$ cat config.mk
export PLATFORM = sky130hd
export DESIGN_NAME = ysyx_22040088_ifu
export DESIGN_NICKNAME = d
export VERILOG_FILES = /design/src/rtl/ysyx_22040088_ifu_pkg.sv /design/src/rtl/ysyx_22040088_nextpc.sv /design/src/rtl/ysyx_22040088_ifu.sv
export SDC_FILE = /design/constraint.sdc
export NUM_CORES = 1
export LEC_CHECK = 0
export BUFFER_PORTS_ARGS = -buffer_cell sky130_fd_sc_hd__buf_2
export CORE_ASPECT_RATIO = 1.75
export CORE_MARGIN = 2
export CORE_UTILIZATION = 51
export DETAILED_ROUTE_END_ITERATION = 16
export MAX_ROUTING_LAYER = met4
export PLACE_DENSITY = 0.9
export SYNTH_ARGS = -nofsm -noshare
export SYNTH_HDL_FRONTEND = slang
export SYNTH_SLANG_ARGS = --single-unit
export TNS_END_PERCENT = 5
$ cat constraint.sdc
create_clock -name clk -period 2.4 [get_ports clk]
set_clock_uncertainty 0.05 [all_clocks]
set_input_delay 0.12 -clock clk [delete_from_list [all_inputs] [get_ports clk]]
set_output_delay 0.12 -clock clk [all_outputs]
set_load 0.02 [all_outputs]
$ cat src/rtl/ysyx_22040088_ifu_pkg.sv
// Shared definitions for the NPC instruction fetch unit: FSM state encoding,
// the one-hot next-PC select codes driven by decode, and default geometry.
package ysyx_22040088_ifu_pkg;

  localparam int          IFU_XLEN     = 64;
  localparam logic [63:0] IFU_RESET_PC = 64'h8000_0000;

  // One-hot next-PC select from decode
  localparam logic [2:0] SEL_SEQ  = 3'b001;
  localparam logic [2:0] SEL_JAL  = 3'b010;
  localparam logic [2:0] SEL_JALR = 3'b100;

  typedef enum logic [1:0] {
    S_REQ  = 2'd0,
    S_WAIT = 2'd1,
    S_HOLD = 2'd2,
    S_HALT = 2'd3
  } ifu_state_e;

endpackage

$ cat src/rtl/ysyx_22040088_nextpc.sv
// Next-PC selection for the fetch unit. Purely combinational: picks pc+4,
// the jal target or the jalr target (bit 0 cleared) from decode's one-hot
// select, and flags the result illegal when the select is not exactly one-hot
// or the chosen address is not word aligned.
module ysyx_22040088_nextpc
  import ysyx_22040088_ifu_pkg::*;
#(
  parameter int XLEN = IFU_XLEN
) (
  input  logic [XLEN-1:0] pc,
  input  logic [2:0]      sel_nextpc,
  input  logic [XLEN-1:0] jump_target,
  output logic [XLEN-1:0] next_pc,
  output logic            illegal
);

  logic sel_ok;

  // Select the candidate PC; pc+4 wraps naturally modulo 2^XLEN
  always_comb begin
    next_pc = pc;
    sel_ok  = 1'b1;
    case (sel_nextpc)
      SEL_SEQ:  next_pc = pc + XLEN'(4);
      SEL_JAL:  next_pc = jump_target;
      SEL_JALR: next_pc = {jump_target[XLEN-1:1], 1'b0};
      default:  sel_ok  = 1'b0;
    endcase
    illegal = !sel_ok || (next_pc[1:0] != 2'b00);
  end

endmodule

$ cat src/rtl/ysyx_22040088_ifu.sv
// Instruction fetch unit of the NPC core. Owns the PC, issues one request at a
// time to instruction memory, holds the returned instruction for decode and
// advances the PC on the decode handshake. An illegal select or a misaligned
// next PC parks the unit in S_HALT until reset.
// Optional feature: define YSYX_22040088_IFU_PERF_EN to add the
// perf_fetch_cnt / perf_stall_cnt performance counters.
module ysyx_22040088_ifu
  import ysyx_22040088_ifu_pkg::*;
#(
  parameter int              XLEN     = IFU_XLEN,
  parameter logic [XLEN-1:0] RESET_PC = XLEN'(IFU_RESET_PC)
) (
  input  logic            clk,
  input  logic            rst,
  output logic            imem_req_valid,
  input  logic            imem_req_ready,
  output logic [XLEN-1:0] imem_req_addr,
  input  logic            imem_rsp_valid,
  input  logic [31:0]     imem_rsp_data,
  output logic            inst_valid,
  input  logic            inst_ready,
  output logic [31:0]     inst,
  output logic [XLEN-1:0] inst_pc,
  input  logic [2:0]      sel_nextpc,
  input  logic [XLEN-1:0] jump_target,
  output logic            halted,
  output logic [XLEN-1:0] halt_pc
`ifdef YSYX_22040088_IFU_PERF_EN
  ,
  output logic [63:0]     perf_fetch_cnt,
  output logic [63:0]     perf_stall_cnt
`endif
);

  ifu_state_e      state;
  logic [XLEN-1:0] pc;
  logic [XLEN-1:0] next_pc;
  logic            next_illegal;

  assign imem_req_addr = pc;

  ysyx_22040088_nextpc #(
    .XLEN(XLEN)
  ) u_nextpc (
    .pc          (pc),
    .sel_nextpc  (sel_nextpc),
    .jump_target (jump_target),
    .next_pc     (next_pc),
    .illegal     (next_illegal)
  );

  // Fetch FSM: request -> wait for response -> hold for decode -> next PC or halt
  always_ff @(posedge clk) begin
    if (rst) begin
      state          <= S_REQ;
      pc             <= RESET_PC;
      inst           <= 32'h0;
      inst_pc        <= '0;
      inst_valid     <= 1'b0;
      imem_req_valid <= 1'b0;
      halted         <= 1'b0;
      halt_pc        <= '0;
    end else begin
      case (state)
        S_REQ: begin
          // After reset the request valid comes up one cycle late; from then
          // on it stays high with a stable address until memory accepts it.
          if (!imem_req_valid) begin
            imem_req_valid <= 1'b1;
          end else if (imem_req_ready) begin
            imem_req_valid <= 1'b0;
            state          <= S_WAIT;
          end
        end
        S_WAIT: begin
          if (imem_rsp_valid) begin
            inst       <= imem_rsp_data;
            inst_pc    <= pc;
            inst_valid <= 1'b1;
            state      <= S_HOLD;
          end
        end
        S_HOLD: begin
          if (inst_valid && inst_ready) begin
            inst_valid <= 1'b0;
            if (next_illegal) begin
              halted  <= 1'b1;
              halt_pc <= pc;
              state   <= S_HALT;
            end else begin
              pc             <= next_pc;
              imem_req_valid <= 1'b1;
              state          <= S_REQ;
            end
          end
        end
        S_HALT: begin
          imem_req_valid <= 1'b0;
          inst_valid     <= 1'b0;
          halted         <= 1'b1;
        end
        default: state <= S_HALT;
      endcase
    end
  end

`ifdef YSYX_22040088_IFU_PERF_EN
  // Performance counters: decode handshakes and cycles spent waiting on memory
  always_ff @(posedge clk) begin
    if (rst) begin
      perf_fetch_cnt <= 64'd0;
      perf_stall_cnt <= 64'd0;
    end else if (state != S_HALT) begin
      if (state == S_HOLD && inst_valid && inst_ready) begin
        perf_fetch_cnt <= perf_fetch_cnt + 64'd1;
      end
      if ((state == S_REQ && !imem_req_ready) || state == S_WAIT) begin
        perf_stall_cnt <= perf_stall_cnt + 64'd1;
      end
    end
  end
`endif

endmodule
==> results.cfg <==
[min_path]
hold_class = in -> reg

[yosys]
ys_warn_count = 0
synth_area_sq_um = 10000
synth_seq_cells = 229
ys_seq_area_share_pct = 45.7
yosys_most_used_dff = dfxtp_1
async_flop_share_pct = 0
syn_nets = 1454
yosysUniqueCellTypes = 64
synth_area_leaders = dfxtp_1 46%, nand2_1 15%, a21oi_1 10%
synth_edf_count = 0
postSynthAreaPerCell_sq_um = 7.46
syn_inst = 1345
synth_top_cell_area_share_pct = 45.7
yosys.area.top_type = dfxtp_1

[sta]
hold_viol_final = 0
worst_pin_slew_ps = 685
finalMaxSlewViolations = 0
fin_crit_ps = 2320
finalSetupViolations = 0
min_period_over_period_pct = 96.8
setup_tns_ps = 0
slew_headroom_pct = 54.3
holdWs_ps = 6.75
fmax_ghz = 0.430

[grt]
antenna_found_initial = 0
grt_pass1_vias = 12100
grt_usage_pct = 38.7
grt_max_degree = 152
grt_pass1_wl_um = 61800
grt-ovfl-total = 0

[critical_path]
cp_top_family = simple AND/OR/NAND/NOR gates
crit_required_ps = 2770
crit_path_max_fanout = 9
slowest_stage = or4_4
worstSetupStartpointType = flip-flop
path_buf_inv = 0
end_kind = flip-flop
crit_type = reg -> reg
crit_path_cell_trace = nand4_1, nor2_2, nand4_1, or4_4, o21ai_1, nor4b_2
critical_path_arrival_ps = 2690
slowest_delay_ps = 620
crit_top_cell = nand4_1

[die]
initial_core_util_pct = 52.2
core_area_sq_um = 19200
die_area_sq_um = 20800
dieWidth_um = 110
die_y_um = 190
placementRows = 67
ios = 331

[power_and_ir_drop]
clkPwrFrac_pct = 40.9
p_sw_share_pct = 27.5
p_seq_share_pct = 45.2
powerDensity_nw_per_um2 = 619
comb_power_share_pct = 13.8
intPower_uw = 6340
irDropWorstVdd_mv = 0.733
switching_power_uw = 2410
power_leakage_uw = 0.00594

[cts]
cts_buffers = 22
cts-root-buf = clkbuf_16
cts_htree_levels = 1
clkTransAtPathRegs_ps = 70
clk_latency_ps = 520
cts_tree = done
postCtsSetupRepairBufs = 0
clock-sinks = 229
clockBufferDepth = 3

[finish]
fin_nets = 1892
final_cell_mix = 407 x nand2_1, 329 x buf_2, 227 x dfxtp_1, 206 x a21oi_1, 96 x buf_4
regArea_sq_um = 4590
nFillCells = 1348
multiInputGateArea_sq_um = 5000
layout_commonest_cell = nand2_1
area_growth_pct = 40.8
diodes = 0
drive_above_1_share_pct = 27.3

[route]
via_count = 12300
drc = 0
viasPerCell = 6.06
post_drt_wl_per_cell_um = 20.0
first_iter_violations = 1087
detail-route-antenna-nets = 0
drtPass1Iterations = 6
drt_wl_total_um = 40700

[run_status]
status = finished clean

[placed_design]
place.gp.congestion = 1.01
hpwl_um = 26300
io_buffer_count = 330

[flow_run]
drv_cap = 0
[Yosys cell counts, types with 5 or more instances]
cell,count
buf_1,9
dfxtp_1,229
o31ai_1,13
inv_1,15
clkbuf_1,90
nor4_1,12
buf_2,11
o32ai_1,5
nand3_1,31
and3_1,14
a32o_1,5
nor3_1,19
a32oi_1,6
nand2_1,408
a31oi_1,15
and4_1,6
o211ai_1,8
or4_1,6
nand4_1,27
a22oi_1,15
nor2_1,59
and2_1,11
a22o_1,7
a21oi_1,206
o2bb2ai_1,5
o21ai_0,52
ha_1,5
[layer usage]
metal  wire [um]  GRT usage, %  up-vias
met5           0             -        -
met4        3190          26.1        0
met3        3420          6.20      280
met2       20200          64.5      879
met1       13800          41.1     5659
li1            -             -     5521
[metrics by stage]
step,instance area (sq um),power (uW),worst slack (ps),instances,util (%)
finish,14100,8750,76.5,2037,73.6
global route,14100,8990,-0.648,2037,73.6
CTS,14100,8700,122,2037,73.5
detailed placement,12400,5070,154,1905,64.7
global placement,12400,5030,198,1905,64.7
floorplan,10000,4640,4.48,1345,-
[flip-flops by register name, summed over array words and instances (netlist names)]
signal / cells
inst_pc: 64
imem_req_valid: 1
inst_valid: 1
inst: 32
state: 2
halt_pc: 64
imem_req_addr: 64
halted: 1
[path summary, 6_finish.rpt]
check                                 startpoint                              to  slack (ps)  cells after the start
setup reg to reg  imem_req_addr[47]$_SDFFE_PP0P_  imem_req_addr[58]$_SDFFE_PP0P_          80                      6
setup / recovery  imem_req_addr[47]$_SDFFE_PP0P_  imem_req_addr[58]$_SDFFE_PP0P_          80                      6
hold / removal                   jump_target[31]  imem_req_addr[31]$_SDFFE_PP1P_           7                      4
hold reg to reg         inst_pc[39]$_SDFFE_PP0P_        inst_pc[39]$_SDFFE_PP0P_         400                      2
[worst reg2reg max path, delay by kind of cell (launching register included)]
kind	cells	cell delay [ps]
DFF	1	490
AOI/OAI and AO/OA	1	140
and+or+nand+nor	5	1560
[repair_timing]
item                                    CTS  global route
gates resized for setup                   0             5
hold buffers                             95             0
endpoints found under the setup margin    0             6
hold endpoints to repair                 97             0
[cell families (layout without fill, tap and decap cells)]
logic type	count (synthesis)	count (layout)	synth area share (%)
and+or+nand+nor	614	614	26.9
AOI/OAI and AO/OA	364	364	21.3
DFF	229	229	45.7
buffers and inverters	128	579	5.01
adders and majority gates	5	5	0.624
muxes	4	4	0.412
xor gates and xnor gates	1	1	0.0873
[final cells by class]
cell class              instances  area share [%]
clock buffers                  26            4.30
clock inverters                11           0.868
inverters                      15           0.399
multi-input cells             988            35.4
flip-flops and latches        229            32.5
well taps                     241            2.13
repair buffers                527            24.4
[power groups by stage]
stage | Clock (uW) | Combinational (uW) | Sequential, uW
2_1_floorplan | 0 | 510 | 4130
3_3_place_gp | 0 | 1000 | 4030
3_5_place_dp | 0 | 1030 | 4040
4_1_cts | 3590 | 1160 | 3950
5_1_grt | 3740 | 1280 | 3970
6_report | 3580 | 1210 | 3960
Note: power is estimated with default switching activity, not from simulation.
